**config.mk**
```make
export PLATFORM = sky130hd
export DESIGN_NAME = fetch_stage_flat
export DESIGN_NICKNAME = d
export VERILOG_FILES = /design/src/rtl/fetch_stage_if.sv /design/src/rtl/fetch_stage.sv /design/src/flat_wrapper.sv
export SDC_FILE = /design/constraint.sdc
export NUM_CORES = 1
export LEC_CHECK = 0
export BUFFER_PORTS_ARGS = -buffer_cell sky130_fd_sc_hd__buf_2
export CAP_MARGIN = 5
export CORE_MARGIN = 3
export CORE_UTILIZATION = 30
export CTS_BUF_LIST = sky130_fd_sc_hd__clkbuf_8 sky130_fd_sc_hd__clkbuf_16
export DETAILED_ROUTE_END_ITERATION = 10
export HOLD_SLACK_MARGIN = 0.12
export SYNTH_ARGS = -nofsm -noshare
export SYNTH_HDL_FRONTEND = slang
export SYNTH_SLANG_ARGS = --single-unit
```
**constraint.sdc**
```tcl
create_clock -name clk -period 7.2 [get_ports clk]
set_input_delay 1.8 -clock clk [delete_from_list [all_inputs] [get_ports clk]]
set_output_delay 1.8 -clock clk [all_outputs]
set_load 0.005 [all_outputs]
```
**src/rtl/fetch_stage_if.sv**
```systemverilog
// Fetch-stage bundle: instruction-memory request/response, IF/ID register and
// the decode-side stall/redirect controls.
interface fetch_stage_if;
  logic        cpu_en;
  logic        inst_ren;
  logic [31:0] inst_addr;
  logic [31:0] inst_data;
  logic        id_stall;
  logic        redirect_en;
  logic [31:0] redirect_pc;
  logic        if_valid;
  logic [31:0] if_pc;
  logic [31:0] if_pc_next;
  logic [31:0] if_inst;

  modport master (
    input  cpu_en, inst_data, id_stall, redirect_en, redirect_pc,
    output inst_ren, inst_addr, if_valid, if_pc, if_pc_next, if_inst
  );

  modport slave (
    output cpu_en, inst_data, id_stall, redirect_en, redirect_pc,
    input  inst_ren, inst_addr, if_valid, if_pc, if_pc_next, if_inst
  );
endinterface

```
**src/rtl/fetch_stage.sv**
```systemverilog
// MIPS IF stage: owns the PC, drives a 1-cycle-latency instruction memory and
// feeds the IF/ID register, with a 1-entry hold buffer for decode stalls.
module fetch_stage #(
  parameter logic [31:0] RESET_PC = 32'h0000_0000,
  parameter logic [31:0] NOP_INST = 32'h0000_0000
) (
  input  logic          clk,
  input  logic          cpu_rst,
  fetch_stage_if.master bus
);

  localparam logic [31:0] WORD_MASK = 32'hFFFF_FFFC;

  logic [31:0] pc_reg;
  logic        req_reg;
  logic [31:0] req_pc_reg;
  logic        hold_valid_reg;
  logic [31:0] hold_pc_reg;
  logic [31:0] hold_inst_reg;
  logic        if_valid_reg;
  logic [31:0] if_pc_reg;
  logic [31:0] if_pc_next_reg;
  logic [31:0] if_inst_reg;

  logic [31:0] redirect_target;
  logic [31:0] fetch_addr;
  logic        fetch_en;
  logic        advance;

  assign redirect_target = bus.redirect_pc & WORD_MASK;
  assign fetch_addr      = bus.redirect_en ? redirect_target : pc_reg;
  // A redirect must issue even while decode is stalled, or the target is lost.
  assign fetch_en        = bus.cpu_en & ~cpu_rst & (bus.redirect_en | ~bus.id_stall);
  assign advance         = bus.cpu_en & ~bus.id_stall;

  assign bus.inst_ren    = fetch_en;
  assign bus.inst_addr   = fetch_addr & WORD_MASK;
  assign bus.if_valid    = if_valid_reg;
  assign bus.if_pc       = if_pc_reg;
  assign bus.if_pc_next  = if_pc_next_reg;
  assign bus.if_inst     = if_inst_reg;

  always_ff @(posedge clk or posedge cpu_rst) begin
    if (cpu_rst) begin
      pc_reg         <= RESET_PC & WORD_MASK;
      req_reg        <= 1'b0;
      req_pc_reg     <= 32'h0;
      hold_valid_reg <= 1'b0;
      hold_pc_reg    <= 32'h0;
      hold_inst_reg  <= NOP_INST;
      if_valid_reg   <= 1'b0;
      if_pc_reg      <= 32'h0;
      if_pc_next_reg <= 32'h0;
      if_inst_reg    <= NOP_INST;
    end else begin
      if (fetch_en)
        pc_reg <= fetch_addr + 32'd4;
      else if (bus.redirect_en)
        pc_reg <= redirect_target;

      req_reg    <= fetch_en;
      req_pc_reg <= fetch_addr;

      if (bus.redirect_en) begin
        // Flush: the in-flight response and any held word belong to the old path.
        if_valid_reg   <= 1'b0;
        if_inst_reg    <= NOP_INST;
        hold_valid_reg <= 1'b0;
      end else if (advance) begin
        if (hold_valid_reg) begin
          if_valid_reg   <= 1'b1;
          if_pc_reg      <= hold_pc_reg;
          if_pc_next_reg <= hold_pc_reg + 32'd4;
          if_inst_reg    <= hold_inst_reg;
          hold_valid_reg <= 1'b0;
        end else if (req_reg) begin
          if_valid_reg   <= 1'b1;
          if_pc_reg      <= req_pc_reg;
          if_pc_next_reg <= req_pc_reg + 32'd4;
          if_inst_reg    <= bus.inst_data;
        end else begin
          if_valid_reg   <= 1'b0;
          if_inst_reg    <= NOP_INST;
        end
      end else if (req_reg) begin
        // Memory data is only on the bus for one cycle; park it until decode frees up.
        hold_valid_reg <= 1'b1;
        hold_pc_reg    <= req_pc_reg;
        hold_inst_reg  <= bus.inst_data;
      end
    end
  end

endmodule

```
**src/flat_wrapper.sv**
```systemverilog
// flat-port wrapper written by rule: the top's interface ports become plain ports
module fetch_stage_flat 
#(
  parameter logic [31:0] RESET_PC = 32'h0000_0000,
  parameter logic [31:0] NOP_INST = 32'h0000_0000
)
  (clk, cpu_rst, bus_cpu_en, bus_inst_data, bus_id_stall, bus_redirect_en, bus_redirect_pc, bus_inst_ren, bus_inst_addr, bus_if_valid, bus_if_pc, bus_if_pc_next, bus_if_inst);
  fetch_stage_if bus_i ();
  input  logic clk;
  input  logic cpu_rst;
  input wire logic [$bits(bus_i.cpu_en)-1:0] bus_cpu_en;
  input wire logic [$bits(bus_i.inst_data)-1:0] bus_inst_data;
  input wire logic [$bits(bus_i.id_stall)-1:0] bus_id_stall;
  input wire logic [$bits(bus_i.redirect_en)-1:0] bus_redirect_en;
  input wire logic [$bits(bus_i.redirect_pc)-1:0] bus_redirect_pc;
  output wire logic [$bits(bus_i.inst_ren)-1:0] bus_inst_ren;
  output wire logic [$bits(bus_i.inst_addr)-1:0] bus_inst_addr;
  output wire logic [$bits(bus_i.if_valid)-1:0] bus_if_valid;
  output wire logic [$bits(bus_i.if_pc)-1:0] bus_if_pc;
  output wire logic [$bits(bus_i.if_pc_next)-1:0] bus_if_pc_next;
  output wire logic [$bits(bus_i.if_inst)-1:0] bus_if_inst;
  assign bus_i.cpu_en = bus_cpu_en;
  assign bus_i.inst_data = bus_inst_data;
  assign bus_i.id_stall = bus_id_stall;
  assign bus_i.redirect_en = bus_redirect_en;
  assign bus_i.redirect_pc = bus_redirect_pc;
  assign bus_inst_ren = bus_i.inst_ren;
  assign bus_inst_addr = bus_i.inst_addr;
  assign bus_if_valid = bus_i.if_valid;
  assign bus_if_pc = bus_i.if_pc;
  assign bus_if_pc_next = bus_i.if_pc_next;
  assign bus_if_inst = bus_i.if_inst;
  fetch_stage #(.RESET_PC(RESET_PC), .NOP_INST(NOP_INST)) u_core (.clk(clk), .cpu_rst(cpu_rst), .bus(bus_i));
endmodule
```
== Word level (Yosys, flattened, before mapping) ==
Index checks and enable logic that the tools add are counted.

* Bits in registers: 227
* Memories kept: 0
* Bits in writable memories: 0
* Bits in latches: 0
* Memory bits (read-only): 0
* Input port bits: 69
* Word-level logic and storage cells: 43

* Div/mod/pow operators: 0
* Mux-type cells: 17
* Bitwise gates (word level): 8
* Equal/unequal tests: 0
* Reduce and logical (&&, ||, !) cells: 5
* Shifts and indexed selects: 0
* Multiply operators: 0
* $lt $le $gt $ge: 0
* Add/sub/neg operators: 3

{| class="wikitable"
|+ Operators by type and width
! operator !! count
|-
| $mux W32 || 10
|-
| $add A32 B3 Y32 const B || 3
|-
| $mux W1 || 7
|-
| $reduce_and A3 Y1 || 2
|-
| $not A1 Y1 || 4
|-
| $reduce_bool A2 Y1 || 2
|-
| $and A1 B1 Y1 || 3
|-
| $reduce_bool A3 Y1 || 1
|-
| $or A1 B1 Y1 || 1
|}

== Depth between registers and ports, before layout ==
Gate-level depths: netlist of the first run.

* Word-level depth: 4
* Depth in mapped cells: 11
* Depth with buffers taken out: 7

== Least setup slack after synthesis of the first run ==
No wires, ideal clock.

* Path type: input -> output
* From: input port bus_redirect_en
* To: output port bus_inst_addr[2]
* Stages on the path: 4
* Path slack: 2403 ps
* Path buffers: 3
* Data required time: 5400 ps
* Data arrival time: 2997 ps
* Path through: buf_6 > clkbuf_1 > clkbuf_1 > mux2_2

* Word-level cells in the longest chain between the ends: 1

{| class="wikitable"
|+ Ends and longest elaborated chain
! element !! RTL line !! RTL
|-
| from (decl) || flat_wrapper.sv:14 || <nowiki>input wire logic [$bits(bus_i.redirect_en)-1:0] bus_redirect_en;</nowiki>
|-
| $mux W32 || fetch_stage.sv:31 || <nowiki>assign fetch_addr = bus.redirect_en ? redirect_target : pc_reg;</nowiki>
|-
| to (decl) || flat_wrapper.sv:17 || <nowiki>output wire logic [$bits(bus_i.inst_addr)-1:0] bus_inst_addr;</nowiki>
|}

No other way between the ends.

== Worst setup path in the final report of the first run ==
* From: input port bus_redirect_en
* To: output port bus_inst_ren

* Word-level cells in the longest chain between the ends: 2

{| class="wikitable"
|+ Ends and longest elaborated chain
! element !! RTL line !! RTL
|-
| $or A1 B1 Y1 || fetch_stage.sv:33 || <nowiki>assign fetch_en = bus.cpu_en & ~cpu_rst & (bus.redirect_en | ~bus.id_stall);</nowiki>
|-
| $and A1 B1 Y1 || fetch_stage.sv:33 ||
|-
| to (decl) || flat_wrapper.sv:16 || <nowiki>output wire logic [$bits(bus_i.inst_ren)-1:0] bus_inst_ren;</nowiki>
|}

No other way between the ends.

==> flow_metrics.env, run 1 <==
export IMPL_ctsLongestPathBuffers=3
export IMPL_cts_reportedPaths_clkPinSlew_ps=50
export IMPL_diodes=0
export IMPL_drt_wl_total_um=25900
export IMPL_cts_inserted_buffers=27
export IMPL_timing_critical_path_arrival_ps=3470
export IMPL_asyncSetResetFlopFracSynth_pct=100
export IMPL_worst_hold_startpoint="u_core.bus.if_pc[31]"
export IMPL_post_cts_setup_buffers=0
export IMPL_detailroute_via_count=7377
export IMPL_min_period_over_period_pct=73.2
export IMPL_worst_r2r_setup_slack_ps=3770
export IMPL_placed_instance_count=1475
export IMPL_mappedNetlistArea_um2=9910
export IMPL_die_area_um2=35200
export IMPL_source_to_sink_clock_delay_at_the_later_pin_of_the_worst_skew_pair_ps=530
export IMPL_tightest_slew_ps=1120
export IMPL_synth_top_flop_cell="dfrtp_1"
export IMPL_worst_r2r_startpoint="u_core.hold_valid_reg"
export IMPL_synth_largest_area_cell="dfrtp_1"
export IMPL_post_cts_resized_instances=0
export IMPL_grt_total_usage_pct=14.5
export IMPL_floorplan_die_height_um=188
export IMPL_synth_warnings=0
export IMPL_yosys_area_share_simple_pct=13.9
export IMPL_critical_path_class="input pin to output port"
export IMPL_initialDrtViolationCount=428
export IMPL_floorplan_initialDensity_pct=30.9
export IMPL_total_power_w=0.00348
export IMPL_grt_pass1_vias=7361
export IMPL_syn_avg_cell_area_um2=11.1
export IMPL_maxSlewViolCount=0
export IMPL_post_cts_hold_buffer_count=0
export IMPL_postSynthCellCount=894
export IMPL_grt_pass1_wl_um=41600
export IMPL_data_required_time_at_the_worst_endpoint_ps=5400
export IMPL_netlist_top_cells_area="dfrtp_1 55%, mux2_2 8.0%, nand2_1 5.0%"
export IMPL_max_slew_margin_rel_pct=25.3
export IMPL_r2r_end="u_core.bus.if_pc_next[29]"
export IMPL_pin_count_of_the_biggest_net_entering_global_routing=190
export IMPL_postSynthRegisterBits=217
export IMPL_timing_clock_skew_ps=10.0
export IMPL_synth_adder_area_share_pct=0.253
export IMPL_crit_slowest_cell="buf_2"
export IMPL_p_leak_nw=5.57
export IMPL_filler_cell_count=3239
export IMPL_p_r_area_growth_vs_syn_pct=22.1
export IMPL_wire_per_inst_um=17.0
export IMPL_synth_lib_cells_used_distinct=55
export IMPL_timing_max_cap_violations=0
export IMPL_most_used_cell_along_the_critical_path="buf_2"
export IMPL_port_buffers=190
export IMPL_cpLargestDelayFamily="buffers and inverters"
export IMPL_complex_gate_fraction_of_the_synthesized_area_pct=10.3
export IMPL_worst_hold_path_num_cells=2
export IMPL_core_area_um2=32000
export IMPL_muxShareOfSynthArea_pct=13.9
export IMPL_cts_num_sinks=217
export IMPL_fp_row_count=65
export IMPL_number_of_antenna_violations_at_the_first_check_in_global_routing=0
export IMPL_max_clock_freq_mhz=190
export IMPL_worst_hold_path_type="flip-flop to flip-flop"
export IMPL_setup_violations=0
export IMPL_timing_critical_path_cells="buf_2 > and2b_1 > nor2_1 > buf_2"
export IMPL_layout_cells_sized_above_1_pct=30.1
export IMPL_irDropWorstVdd_v=0.000164
export IMPL_depth_of_the_worst_register_to_register_path=6
export IMPL_floorplan_die_width_um=188
export IMPL_avgViaCountPerCell=4.84
export IMPL_min_delay_worst_endpoint="u_core.bus.if_pc[31]"
export IMPL_final_cell_count_no_fill=1524
export IMPL_yosysTopAreaCellShare_pct=54.8
export IMPL_worst_setup_path_end_kind="output port"
export IMPL_timing_final_hold_violations=0
export IMPL_cp_num_buf_inv=2
export IMPL_synth_top_family_by_area="simple AND/OR/NAND/NOR gates"
export IMPL_dp_hpwl_um=18400
export IMPL_routabilityCongestion=0.802
export IMPL_path_max_fanout=59
export IMPL_remaining_drc_errors=0
export IMPL_final_setup_tns_ps=0
export IMPL_globalRouteOverflowTotal=0
export IMPL_finalWorstPathRequiredPeriod_ps=5270
export IMPL_htree_depth=1
export IMPL_seq_area_frac_synth_pct=54.8
export IMPL_clock_root_buffer="clkbuf_16"
export IMPL_run_status="completed"
export IMPL_detail_route_first_pass_iterations=5
export IMPL_synth_edf_count=0
export IMPL_cts_tree="yes"
export IMPL_grt_setup_unrepaired="no"
export IMPL_synth_xor_area_share_pct=3.80
export IMPL_postRouteAntennaNets=0
export IMPL_ioPinCount=199
export IMPL_nature_of_the_critical_path_startpoint="input pin"
export IMPL_finish_net_count=1140
export IMPL_power_density_cell_area_nw_per_um2=288
export IMPL_critical_path_max_stage_delay_ps=830
-- layer usage --
layer | up-vias | part of all wire (%) | global-route usage [%]
met2 | 232 | 43 | 21.7
met1 | 3574 | 49 | 21.3
li1 | 3528 | - | -
met5 | - | 0 | 0
met4 | 0 | 2.4 | 4.10
met3 | 43 | 5.6 | 2.67
-- cell families (layout without fill, tap and decap cells) --
family / after synthesis / count (layout)
other: 1 / 6
XOR/XNOR: 43 / 43
AO/OA/AOI/OAI: 160 / 160
AND/OR/NAND/NOR: 279 / 279
buffers and inverters: 66 / 256
adder cells (fa/ha/maj): 2 / 2
flip-flops: 217 / 217
multiplexers: 126 / 126
-- placed cells by master (no fill, tap or decap), types with 15 or more instances in the layout --
master     count
a22oi_1       34
mux2_2        70
dfrtp_1      216
nand2_1      131
mux2_1        20
xor2_1        16
mux2i_1       36
o21ai_0       54
o21ai_1       20
buf_2        190
nand4_1       17
a21oi_1       17
nor2_1        27
nand3_1       36
clkbuf_16     27
xnor2_1       27
nand3b_1      15
-- area by class of cell --
type	instances	area [um2]	area share, %
Timing Repair Buffer	195	1000	8.27
Clock inverter	15	85.1	0.703
Clock buffer	34	772	6.38
Sequential cell	217	5430	44.9
Tap cell	435	544	4.50
Inverter	12	48.8	0.403
Multi-Input combinational cell	616	4220	34.8
-- synth_stat cells, types with 3 or more instances --
cell,number
dfrtp_1,217
nand2_1,132
mux2_2,70
o21ai_0,54
mux2i_1,36
nand3_1,36
a22oi_1,34
clkbuf_1,34
nor2_1,27
xnor2_1,27
mux2_1,20
o21ai_1,20
a21oi_1,18
nand4_1,17
xor2_1,16
nand3b_1,15
nor3_1,14
inv_1,12
buf_4,9
buf_2,8
a21o_1,6
nand4b_1,6
nor4_1,6
o31ai_1,5
a211o_1,4
a31oi_1,4
nor2b_1,4
and3_1,3
nand2b_1,3
nand3_2,3
o21a_1,3
-- tightest hold or removal path, stage by stage (launching register included) --
cell and delay, ps:
dfrtp_1 330, nand2_1 50, nand2_1 50
-- worst max path at each step --
stage | startpoint | end | slack, ps | cells after the start
2_1_floorplan | bus_redirect_en | bus_inst_addr[2] | 2400 | 4
3_3_place_gp | bus_redirect_en | bus_inst_ren | 1950 | 4
3_5_place_dp | bus_redirect_en | bus_inst_ren | 1910 | 4
4_1_cts | bus_redirect_en | bus_inst_ren | 1900 | 4
5_1_grt | bus_redirect_en | bus_inst_ren | 1760 | 4
6_report | bus_redirect_en | bus_inst_ren | 1930 | 4
-- per-stage QoR --
stage	worst slack, ps	instance area [um2]	util (%)	hold slack, ps
2_1_floorplan	2400	9930	-	454
3_3_place_gp	1950	11200	35.1	454
3_5_place_dp	1910	11200	35.1	459
4_1_cts	1900	12100	37.8	473
5_1_grt	1760	12100	37.8	503
6_report	1930	12100	37.8	468
-- power by group --
part | total [W] | switching (W) | leakage, nW | internal [W]
registers | 0.00162 | 0.000164 | 2.68 | 0.00145
logic | 0.000590 | 0.000310 | 2.45 | 0.000280
clock network | 0.00128 | 0.000522 | 0.443 | 0.000754
total | 0.00348 | 0.000996 | 5.57 | 0.00249
(Power assumes the default switching activity.)
==> run 2, diff against run 1 <==
- ABC_AREA: default -> 1
- clock period: 7.2 -> 4.9 ns (I/O delays scaled with it)
==> flow_metrics.env, run 2 <==
export IMPL_run_status="completed"
export IMPL_final_common_cell="nand2_1"
export IMPL_multi_input_area_um2=4140
export IMPL_power_switching_w=0.00138
export IMPL_grt_setup_unrepaired="no"
export IMPL_max_slew_margin_rel_pct=40.7
export IMPL_synth_warnings=0
export IMPL_data_required_time_at_the_worst_endpoint_ps=3670
export IMPL_p_leak_nw=6.04
export IMPL_die_area_um2=36400
export IMPL_filler_cell_count=3452
export IMPL_cts_inserted_buffers=25
export IMPL_p_r_area_growth_vs_syn_pct=20.8
export IMPL_synth_top_flop_cell="dfrtp_1"
export IMPL_grt_pass1_wl_um=44500
export IMPL_synth_edf_count=0
export IMPL_port_buffers=190
export IMPL_timing_clock_skew_ps=11.8
export IMPL_routabilityCongestion=0.829
export IMPL_seq_area_frac_synth_pct=53.0
export IMPL_post_cts_resized_instances=0
export IMPL_placed_instance_count=1746
export IMPL_wire_per_inst_um=15.6
export IMPL_timing_critical_path_cells="buf_2 > inv_4 > or2_2 > o21ai_0 > inv_1 > buf_2"
export IMPL_area_sequential_um2=5430
export IMPL_timing_critical_path_arrival_ps=2740
export IMPL_worst_r2r_startpoint="u_core.hold_valid_reg"
export IMPL_floorplan_die_height_um=191
export IMPL_core_area_um2=33600
export IMPL_cts_num_sinks=217
export IMPL_timing_final_hold_violations=0
export IMPL_final_area_um2=12400
export IMPL_power_density_cell_area_nw_per_um2=399
export IMPL_most_frequent_cells_in_the_layout="346 x nand2_1, 216 x dfrtp_1, 190 x buf_2, 106 x inv_1, 83 x nor2_1"
export IMPL_ioPinCount=199
export IMPL_globalRouteOverflowTotal=0
export IMPL_seqPwrFrac_pct=46.4
export IMPL_worst_r2r_setup_slack_ps=1910
export IMPL_htree_depth=1
export IMPL_syn_avg_cell_area_um2=8.96
export IMPL_fp_row_count=67
export IMPL_source_to_sink_clock_delay_at_the_later_pin_of_the_worst_skew_pair_ps=510
export IMPL_mappedNetlistArea_um2=10200
export IMPL_critical_path_class="input pin to output port"
export IMPL_detail_route_first_pass_iterations=6
export IMPL_nature_of_the_critical_path_startpoint="input pin"
export IMPL_most_used_cell_along_the_critical_path="buf_2"
export IMPL_clock_root_buffer="clkbuf_16"
export IMPL_p_clk_share_pct=36.7
export IMPL_grt_total_usage_pct=15.2
export IMPL_worst_hold_startpoint="u_core.bus.if_pc[15]"
export IMPL_timing_max_cap_violations=0
export IMPL_ctsLongestPathBuffers=3
export IMPL_synth_largest_area_cell="dfrtp_1"
export IMPL_dp_hpwl_um=19600
export IMPL_initialDrtViolationCount=447
export IMPL_r2r_end="u_core.bus.if_pc_next[26]"
export IMPL_worst_hold_path_num_cells=2
export IMPL_most_common_cell_in_the_netlist="nand2_1"
export IMPL_finish_net_count=1396
export IMPL_p_comb_share_pct=16.9
export IMPL_asyncSetResetFlopFracSynth_pct=100
export IMPL_dpl_instance_area_um2=11600
export IMPL_avgViaCountPerCell=4.61
export IMPL_p_int_w=0.00355
export IMPL_path_max_fanout=36
export IMPL_cts_reportedPaths_clkPinSlew_ps=60
export IMPL_layout_cells_sized_above_1_pct=27.4
export IMPL_floorplan_die_width_um=191
export IMPL_utilization_pct=36.8
export IMPL_min_delay_worst_endpoint="u_core.bus.if_pc[15]"
export IMPL_max_clock_freq_mhz=252
export IMPL_netlist_top_cells_area="dfrtp_1 53%, nand2_1 13%, mux2_2 6.6%"
export IMPL_detailroute_via_count=8256
export IMPL_yosysTopAreaCellShare_pct=53.0
export IMPL_postRouteAntennaNets=0
export IMPL_worst_setup_path_end_kind="output port"
export IMPL_postSynthCellCount=1144
export IMPL_critical_path_max_stage_delay_ps=390
export IMPL_synth_lib_cells_used_distinct=41
export IMPL_grt_pass1_vias=8023
export IMPL_diodes=0
export IMPL_final_setup_tns_ps=0
export IMPL_min_period_over_period_pct=81.0
export IMPL_synth_commonest_cells="347 x nand2_1, 217 x dfrtp_1, 103 x inv_1"
export IMPL_cts_tree="yes"
export IMPL_pin_count_of_the_biggest_net_entering_global_routing=154
export IMPL_drt_wl_total_um=28000
export IMPL_remaining_drc_errors=0
export IMPL_number_of_antenna_violations_at_the_first_check_in_global_routing=0
export IMPL_crit_slowest_cell="buf_2"
export IMPL_switching_share_pct=28.0
export IMPL_post_cts_setup_buffers=0
export IMPL_setup_violations=0
export IMPL_final_cell_count_no_fill=1789
export IMPL_total_power_w=0.00493
export IMPL_worst_hold_path_type="flip-flop to flip-flop"
export IMPL_post_cts_hold_buffer_count=0
export IMPL_irDropWorstVdd_v=0.000205
export IMPL_depth_of_the_worst_register_to_register_path=11
export IMPL_maxSlewViolCount=0
export IMPL_postSynthRegisterBits=217
export IMPL_tightest_slew_ps=890
export IMPL_floorplan_initialDensity_pct=30.5
export IMPL_finalWorstPathRequiredPeriod_ps=3970
==> run 2: cell types whose count changed after synthesis, sizes merged, moves of 30 or more <==
cell   previous run  this run
nand2           132       359
inv              12       109
nor2             27       108
mux2i            36         0
o22ai             0        35
mux2             90        60
==> run 2: worst max-delay path by stage <==
stage	start	to	slack, ps	depth (start not counted)
finish	bus_redirect_en	bus_inst_addr[30]	930	6
global route	bus_redirect_en	bus_inst_addr[30]	780	6
CTS	bus_redirect_en	bus_inst_addr[30]	900	6
detailed placement	bus_redirect_en	bus_inst_addr[30]	910	6
global placement	bus_redirect_en	bus_inst_addr[30]	930	6
floorplan	cpu_rst	bus_inst_ren	-1400	3
==> run 2: routing by layer <==
| metal | track usage [%] | part of all wire [%] |
|---|---|---|
| met3 | 1.93 | 4.7 |
| met2 | 23.0 | 44 |
| met4 | 4.04 | 2.2 |
| met5 | 0 | 0 |
| met1 | 22.8 | 50 |
==> run 2: final cells by class <==
class,count,area share [%]
tap,448,4.53
multi-input combinational,771,33.4
sequential,217,43.9
clock buffer,28,5.39
clock inverter,15,1.00
inverter,110,3.41
timing repair buffer,200,8.39
==> run 2: critical path, delay by kind of cell <==
kind | cells | cell delay [ps]
buffers and inverters | 4 | 1000
and+or+nand+nor | 1 | 360
AOI/OAI and AO/OA | 1 | 130
==> run 2: cell families (layout without fill, tap and decap cells) <==
kind of cell               count (synthesis)  count (layout)  synth area share (%)
and+or+nand+nor                          552             552                  23.3
DFF                                      217             217                  53.0
buffers and inverters                    161             353                  7.03
AOI/OAI and AO/OA                        138             138                  8.65
muxes                                     60              60                  6.59
xor gates and xnor gates                  13              13                  1.11
adders and majority gates                  2               2                 0.244
other                                      1               6                0.0366
==> run 2: through the flow <==
stage | hold slack (ps) | setup WS, ps
after floorplan | 465 | -1400
after global placement | 449 | 930
after detailed placement | 458 | 909
after CTS | 472 | 899
after global routing | 482 | 784
final | 466 | 933
==> run 2: power groups by stage <==
stage | registers (W) | logic (W) | clock network, W
2_1_floorplan | 0.00228 | 0.000511 | 0
3_3_place_gp | 0.00231 | 0.000828 | 0
3_5_place_dp | 0.00232 | 0.000845 | 0
4_1_cts | 0.00229 | 0.000849 | 0.00187
5_1_grt | 0.00233 | 0.000950 | 0.00196
6_report | 0.00229 | 0.000833 | 0.00181
==> run 3, diff against run 2 <==
- clock period: 4.9 -> 3.5 ns (I/O delays scaled with it)
==> flow_metrics.env, run 3 (synthesis results as in run 2) <==
export IMPL_run_status="completed"
export IMPL_post_cts_resized_instances=0
export IMPL_wl_met2_um=12300
export IMPL_data_required_time_at_the_worst_endpoint_ps=2620
export IMPL_area_sequential_um2=5430
export IMPL_ctsLongestPathBuffers=3
export IMPL_p_leak_nw=6.17
export IMPL_detailroute_via_count=8217
export IMPL_dpl_instance_area_um2=11700
export IMPL_source_to_sink_clock_delay_at_the_later_pin_of_the_worst_skew_pair_ps=530
export IMPL_postLayoutSetupSlackWorst_ps=602
export IMPL_crit_slowest_cell="o21ai_0"
export IMPL_post_cts_setup_buffers=0
export IMPL_globalRouteOverflowTotal=0
export IMPL_most_frequent_cells_in_the_layout="346 x nand2_1, 216 x dfrtp_1, 190 x buf_2, 103 x inv_1, 83 x nor2_1"
export IMPL_die_area_um2=36400
export IMPL_pin_count_of_the_biggest_net_entering_global_routing=156
export IMPL_timing_max_cap_violations=0
export IMPL_cts_tree="yes"
export IMPL_tightest_slew_ps=1030
export IMPL_postRouteAntennaNets=0
export IMPL_post_cts_hold_buffer_count=0
export IMPL_worst_hold_path_type="flip-flop to flip-flop"
export IMPL_port_buffers=190
export IMPL_path_max_fanout=19
export IMPL_cpLargestDelayFamily="buffers and inverters"
export IMPL_cts_reportedPaths_clkPinSlew_ps=60
export IMPL_maxSlewViolCount=0
export IMPL_floorplan_die_height_um=191
export IMPL_floorplan_initialDensity_pct=30.5
export IMPL_timing_final_hold_violations=0
export IMPL_timing_clock_skew_ps=11.3
export IMPL_topRoutingLayerUsed="met4"
export IMPL_power_density_cell_area_nw_per_um2=594
export IMPL_wl_met3_um=1650
export IMPL_wire_per_inst_um=15.6
export IMPL_critical_path_class="input pin to output port"
export IMPL_final_common_cell="nand2_1"
export IMPL_number_of_antenna_violations_at_the_first_check_in_global_routing=1
export IMPL_clock_root_buffer="clkbuf_16"
export IMPL_hold_slack_ps=466
export IMPL_routabilityCongestion=0.833
export IMPL_fp_row_count=67
export IMPL_worst_setup_path_end_kind="output port"
export IMPL_drt_met1_wl_um=13600
export IMPL_multi_input_area_um2=4140
export IMPL_drt_wl_total_um=28000
export IMPL_ioPinCount=199
export IMPL_irDropWorstVdd_v=0.000394
export IMPL_dp_hpwl_um=19700
export IMPL_avgViaCountPerCell=4.56
export IMPL_max_clock_freq_mhz=345
export IMPL_htree_depth=1
export IMPL_setup_violations=0
export IMPL_core_area_um2=33600
export IMPL_grt_pass1_wl_um=44600
export IMPL_final_area_um2=12700
export IMPL_timing_critical_path_arrival_ps=2020
export IMPL_critical_path_max_stage_delay_ps=520
export IMPL_cts_num_sinks=217
export IMPL_final_setup_tns_ps=0
export IMPL_finish_net_count=1404
export IMPL_layout_cells_sized_above_1_pct=28.2
export IMPL_grt_total_usage_pct=15.2
export IMPL_filler_cell_count=3418
export IMPL_most_used_cell_along_the_critical_path="buf_2"
export IMPL_cts_inserted_buffers=26
export IMPL_remaining_drc_errors=0
export IMPL_detail_route_first_pass_iterations=5
export IMPL_grt_pass1_vias=7969
export IMPL_p_r_area_growth_vs_syn_pct=23.6
export IMPL_grt_setup_unrepaired="no"
export IMPL_cp_num_buf_inv=4
export IMPL_min_period_over_period_pct=82.8
export IMPL_finalWorstPathRequiredPeriod_ps=2900
export IMPL_preCtsSetupSlack_ps=588
export IMPL_utilization_pct=37.7
export IMPL_nature_of_the_critical_path_startpoint="input pin"
export IMPL_max_slew_margin_rel_pct=31.0
export IMPL_initialDrtViolationCount=643
export IMPL_timing_critical_path_cells="buf_2 > buf_4 > o21ai_0 > inv_1 > buf_2"
export IMPL_floorplan_die_width_um=191
-- run 3: cell types whose count changed in the layout (fill, tap and decap cells not counted) --
cell | previous run | this run
buf_4 | 9 | 15
bufinv_16 | 2 | 8
clkinv_2 | 6 | 3
buf_12 | 1 | 2
clkbuf_16 | 25 | 26
clkinvlp_4 | 3 | 1
clkinv_4 | 0 | 3
clkinv_8 | 0 | 1
diode_2 | 0 | 1
clkbuf_8 | 3 | 4
inv_1 | 106 | 103
-- run 3: through the flow --
step | power (W) | std cells
global route | 0.00794 | 1801
finish | 0.00752 | 1801
detailed placement | 0.00444 | 1753
floorplan | 0.00391 | 1149
global placement | 0.00440 | 1753
CTS | 0.00764 | 1800
-- run 3: final cells by class --
| class | instances | share of cell area [%] |
|---|---|---|
| Inverter | 110 | 3.33 |
| Multi-Input combinational cell | 771 | 32.7 |
| Tap cell | 448 | 4.43 |
| Sequential cell | 217 | 42.9 |
| Antenna cell | 1 | 0.0198 |
| Timing Repair Buffer | 207 | 8.71 |
| Clock inverter | 17 | 2.41 |
| Clock buffer | 30 | 5.57 |
-- run 3: worst paths after layout --
| path | startpoint | to | slack [ps] | cells after the start |
|---|---|---|---|---|
| hold reg to reg | u_core.bus.if_pc[15] | u_core.bus.if_pc[15] | 470 | 2 |
| min in group asynchronous | cpu_rst | u_core.bus.if_inst[5] | 600 | 3 |
| setup / recovery | bus_redirect_en | bus_inst_addr[26] | 600 | 5 |
| max in group asynchronous | cpu_rst | u_core.req_pc_reg[21] | 2040 | 3 |
| setup reg to reg | u_core.hold_valid_reg | u_core.bus.if_pc_next[22] | 810 | 10 |
| hold / removal | u_core.bus.if_pc[15] | u_core.bus.if_pc[15] | 470 | 2 |
-- run 3: routing by layer --
metal / GRT usage [%] / vias up
met5: 0 / -
met4: 3.56 / 0
met3: 2.35 / 37
met2: 23.0 / 225
met1: 22.8 / 3866
li1: - / 4089
-- run 3: report_power, final --
part	internal, W	leakage, nW	switching (W)	total (W)
clock network	0.00203	0.504	0.00111	0.00314
logic	0.000524	2.98	0.000652	0.00118
registers	0.00295	2.69	0.000249	0.00320
total	0.00551	6.17	0.00201	0.00752
-- run 3: worst reg2reg max path, stage by stage, from the launching register on --
cell and delay (ps):
dfrtp_2 770, o21ai_0 450, inv_1 160, ha_1 210
nand2_1 120, nor2_4 170, nand2_1 160, nor2_2 290
nand3_1 110, nand3_1 100, nand2_1 60
